[config.mk]
export PLATFORM = sky130hd
export DESIGN_NAME = reg_bus_loader
export DESIGN_NICKNAME = d
export VERILOG_FILES = /design/src/rtl/relay_pkg.sv /design/src/rtl/eight_bit_latch.sv /design/src/rtl/reg_bus_loader.sv
export SDC_FILE = /design/constraint.sdc
export NUM_CORES = 1
export LEC_CHECK = 0
export CAP_MARGIN = 0
export CORE_UTILIZATION = 43
export DETAILED_ROUTE_END_ITERATION = 10
export PLACE_DENSITY = 0.75
export SETUP_SLACK_MARGIN = 0.02
export SLEW_MARGIN = 25
export SYNTH_ARGS = -nofsm -noshare
export SYNTH_HDL_FRONTEND = slang
export SYNTH_HIERARCHICAL = 1
export SYNTH_SLANG_ARGS = --single-unit
[constraint.sdc]
create_clock -name clk -period 2 [get_ports clk]
set_input_delay 0.4 -clock clk [delete_from_list [all_inputs] [get_ports clk]]
set_output_delay 0.4 -clock clk [all_outputs]
set_load 0.01 [all_outputs]
[src/rtl/relay_pkg.sv]
// rtl/relay_pkg.sv - shared types and widths for the relay bus-reader registers
package relay_pkg;

  typedef enum logic [1:0] {IDLE, SETTLE, CAPTURE, HOLD} load_state_t;

  localparam int DATA_W = 8;

endpackage

[src/rtl/eight_bit_latch.sv]
// rtl/eight_bit_latch.sv - enable-gated storage register shared by the bus-reading registers
module eight_bit_latch
  import relay_pkg::*;
#(
  parameter int N = DATA_W
) (
  input  logic         clk,
  input  logic         reset,
  input  logic         en,
  input  logic [N-1:0] d,
  output logic [N-1:0] q
);

  always_ff @(posedge clk) begin
    if (reset) begin
      q <= '0;
    end else if (en) begin
      q <= d;
    end
  end

endmodule

[src/rtl/reg_bus_loader.sv]
// rtl/reg_bus_loader.sv - bus-reader register: settle-delayed capture of the data bus on a load level
module reg_bus_loader
  import relay_pkg::*;
#(
  parameter int N             = DATA_W,
  parameter int SETTLE_CYCLES = 2
) (
  input  logic         clk,
  input  logic         reset,
  input  logic         ld,
  input  logic [N-1:0] bus_data,
  input  logic         bus_driven,
  output logic [N-1:0] content,
  output logic         done,
  output logic         busy,
  output logic         led_ld,
  output logic [N-1:0] led_content
);

  // Counter is loaded with one less than the settle time so that SETTLE lasts exactly SETTLE_CYCLES edges.
  localparam logic [3:0] SETTLE_INIT = (SETTLE_CYCLES > 0) ? 4'(SETTLE_CYCLES - 1) : 4'd0;

  load_state_t  state, next_state;
  logic [3:0]   cnt, next_cnt;
  logic         cap_en;
  logic [N-1:0] cap_data;

  always_ff @(posedge clk) begin
    if (reset) begin
      state <= IDLE;
      cnt   <= 4'd0;
      done  <= 1'b0;
    end else begin
      state <= next_state;
      cnt   <= next_cnt;
      done  <= cap_en;
    end
  end

  always_comb begin
    next_state = state;
    next_cnt   = cnt;
    cap_en     = 1'b0;
    case (state)
      IDLE: begin
        if (ld) begin
          if (SETTLE_CYCLES > 0) begin
            next_state = SETTLE;
            next_cnt   = SETTLE_INIT;
          end else begin
            next_state = CAPTURE;
          end
        end
      end
      SETTLE: begin
        if (!ld) begin
          next_state = IDLE;
        end else if (cnt == 4'd0) begin
          next_state = CAPTURE;
        end else begin
          next_cnt = cnt - 4'd1;
        end
      end
      CAPTURE: begin
        if (!ld) begin
          next_state = IDLE;
        end else begin
          cap_en     = 1'b1;
          next_state = HOLD;
        end
      end
      HOLD: begin
        if (!ld) begin
          next_state = IDLE;
        end
      end
      default: next_state = IDLE;
    endcase
  end

  // An undriven relay bus floats to all zeros.
  assign cap_data = bus_driven ? bus_data : '0;

  eight_bit_latch #(.N(N)) u_store (
    .clk   (clk),
    .reset (reset),
    .en    (cap_en),
    .d     (cap_data),
    .q     (content)
  );

  assign busy        = (state == SETTLE) || (state == CAPTURE);
  assign led_ld      = ld;
  assign led_content = content;

endmodule

==> metrics.yaml <==
status: "finished, final reports clean"
io_pins: 31
cts_sinks: 15
antenna_cells_inserted: 0
htreeDepth: 1
end_kind: "output pin"
start_util: 0.472
firstDrtPassIters: 4
maximum_number_of_pins_on_one_net_before_global_route_repair: 11
insertion_delay_ns: 0.27
postSynthRegisterBits: 15
initial_antenna_violation_count: 0
setup_viol: 0
r2r-end: "cnt[3]"
initialDrtViolationCount: 5
cts_hold_repair.buffers: 0
synth_enable_flop_cells: 0
max-slew-margin-rel: 0.713
reg2regPathDepth: 5
report.power.total_uw: 677
fillerInstances: 164
yosys.cell_count.top_type: "sky130_fd_sc_hd__dfxtp_1"
drc_violations_left: 0
area.growth.synth_to_final_pct: 35.8
start_kind: "register"
rr_startpoint: "cnt[0]"
overflow: 0
hold_end: "state[1]"
ys.flop_type: "sky130_fd_sc_hd__dfxtp_1"
post_synth_main_area_contributors: "sky130_fd_sc_hd__dfxtp_1 (36%), sky130_fd_sc_hd__mux2i_1 (11%), sky130_fd_sc_hd__ha_1 (8.9%)"
whs_path_depth: 2
final_core_utilization: 0.641
max_clock_freq_mhz: 530
worstHoldPathType: "reg -> reg"
dp_hpwl_um: 1230
mappedNetlistArea_sq_um: 842
chipHeight_um: 46.3
placed_area_sq_um: 1110
final_area_sq_um: 1140
syn_avg_cell_area_sq_um: 9.15
synthTopCellsByCount: "sky130_fd_sc_hd__dfxtp_1 (15), sky130_fd_sc_hd__and2_1 (9), sky130_fd_sc_hd__buf_4 (9), sky130_fd_sc_hd__mux2i_1 (9), sky130_fd_sc_hd__nor2_1 (9)"
cellPowerDensity_nw_per_um2: 592
maxCapViolations: 0
ys.warnings.count: 6
grt_pass1_wl_um: 2470
worst_slew_pin_slew_ns: 0.424
synthDominantAreaCellType: "sky130_fd_sc_hd__dfxtp_1"
setup-tns-final_ns: 0
post-synth-top-area-fraction: 0.357
finalWorstPathRequiredPeriod_ns: 1.89
cts_max_path_buffers: 2
standard_cell_row_count: 15
cts-root-buf: "sky130_fd_sc_hd__clkbuf_4"
synth_fp_nets: 110
finalWeightedCongestion: 0.730
path_class: "reg -> out"
whs_ns: 0.508
crit_required_ns: 1.60
grt_pass1_vias: 591
skew_ns: 0.00456
synth.distinct_cells: 25
final_antenna_net_count: 0
tritoncts_clock_tree: "yes"
final_hold_viol_count: 0
layout-drive-gt1-share: 0.102
hold_path.startpoint: "state[1]"
netlist_instances: 92
die_w_um: 46.3
place.port_buffers: 30
final_net_count: 137
routedWlPerCell_um: 10.9
synth.yosys.seq_area_share: 0.357
timing.reg2reg.setup_slack_ns: 0.42
ratio_of_final_minimum_period_to_clock_period: 0.943
finalMaxSlewViolations: 0
worst_setup_hold_path_clk_slew_ns: 0.08
grt_setup_unrepaired: "false"
peakVddDrop_mv: 0.593
drt_wl_total_um: 1560
core_region_area_sq_um: 1780
timing.critical_path.arrival_ns: 1.49
postSynth.asyncResetShare: 0
numCtsBuffers: 3
die_area_sq_um: 2140
worstPathMaxFanout: 3
leakage_uw: 0.000439
dr_total_vias: 698
vias_per_cell: 4.88
grt_use_total: 0.161
final cells by class:
| class | count | area, sq um | share of cell area |
|---|---|---|---|
| clock buffer | 3 | 22.5 | 0.0197 |
| clock inverter | 1 | 5.00 | 0.00438 |
| inverter | 7 | 26.3 | 0.0230 |
| multi-input combinational | 59 | 433 | 0.379 |
| sequential | 15 | 303 | 0.265 |
| tap | 25 | 31.3 | 0.0274 |
| timing repair buffer | 33 | 323 | 0.282 |
timing repair:
| action | in CTS | in global routing |
|---|---|---|
| resized for setup | 0 | 2 |
| setup endpoints to repair | 0 | 1 |
| setup buffers | 0 | 0 |
power breakdown:
| group | switching (uW) | leakage, uW | internal (uW) | total, uW |
|---|---|---|---|---|
| logic | 84.8 | 0.000299 | 95.0 | 180 |
| registers | 18.6 | 0.000122 | 317 | 335 |
| clock network | 87.8 | 0.0000177 | 74.0 | 162 |
worst max path at each step:
stage                   to      from  slack, ns  depth (start not counted)
floorplan           cnt[3]  state[1]       0.50                          5
global placement    cnt[3]        ld       0.19                          5
detailed placement  cnt[3]        ld       0.15                          5
CTS                   busy  state[1]       0.06                          3
global route          busy  state[1]       0.05                          3
finish                busy  state[0]       0.11                          3
flip-flops by register name (all words and copies together) (netlist names):
signal	count
u_store/q	8
done	1
state	2
cnt	4
cell usage in the layout (no fill, tap or decap), types with 2 or more instances in the layout:
master | Yosys | layout
sky130_fd_sc_hd__and2_1 | 9 | 9
sky130_fd_sc_hd__ha_1 | 6 | 6
sky130_fd_sc_hd__o21ai_0 | 4 | 4
sky130_fd_sc_hd__nor2_1 | 9 | 9
sky130_fd_sc_hd__or4_1 | 2 | 2
sky130_fd_sc_hd__dfxtp_1 | 15 | 13
sky130_fd_sc_hd__a21oi_1 | 4 | 4
sky130_fd_sc_hd__clkdlybuf4s50_1 | 0 | 30
sky130_fd_sc_hd__nand2_1 | 2 | 2
sky130_fd_sc_hd__buf_4 | 9 | 3
sky130_fd_sc_hd__inv_1 | 7 | 7
sky130_fd_sc_hd__clkbuf_4 | 0 | 3
sky130_fd_sc_hd__dfxtp_2 | 0 | 2
sky130_fd_sc_hd__mux2i_1 | 9 | 9
sky130_fd_sc_hd__or3_1 | 3 | 3
per-layer routing:
metal,vias to the layer above,global-route usage,share of wire
li1,360,-,-
met4,0,0.0529,0
met3,0,0.0627,0.050
met2,19,0.251,0.49
met5,-,0,0
met1,319,0.202,0.46
worst max-delay path, stage by stage, from the launching register on:
cell and delay (ns):
sky130_fd_sc_hd__dfxtp_2 0.35, sky130_fd_sc_hd__inv_1 0.07, sky130_fd_sc_hd__ha_1 0.27, sky130_fd_sc_hd__clkdlybuf4s50_1 0.52
metrics by stage:
step / worst slack (ns) / cells
2_1_floorplan: 0.504 / 92
3_3_place_gp: 0.194 / 139
3_5_place_dp: 0.152 / 139
4_1_cts: 0.0584 / 143
5_1_grt: 0.0536 / 143
6_report: 0.115 / 143
cell families (layout without fill, tap and decap cells):
| group | after synthesis | in the layout | synth area share |
|---|---|---|---|
| AO/OA/AOI/OAI | 15 | 15 | 0.113 |
| AND/OR/NAND/NOR | 29 | 29 | 0.205 |
| multiplexers | 9 | 9 | 0.107 |
| adder cells (fa/ha/maj) | 6 | 6 | 0.0892 |
| buffers and inverters | 18 | 44 | 0.129 |
| flip-flops | 15 | 15 | 0.357 |
(Power assumes the default switching activity.)
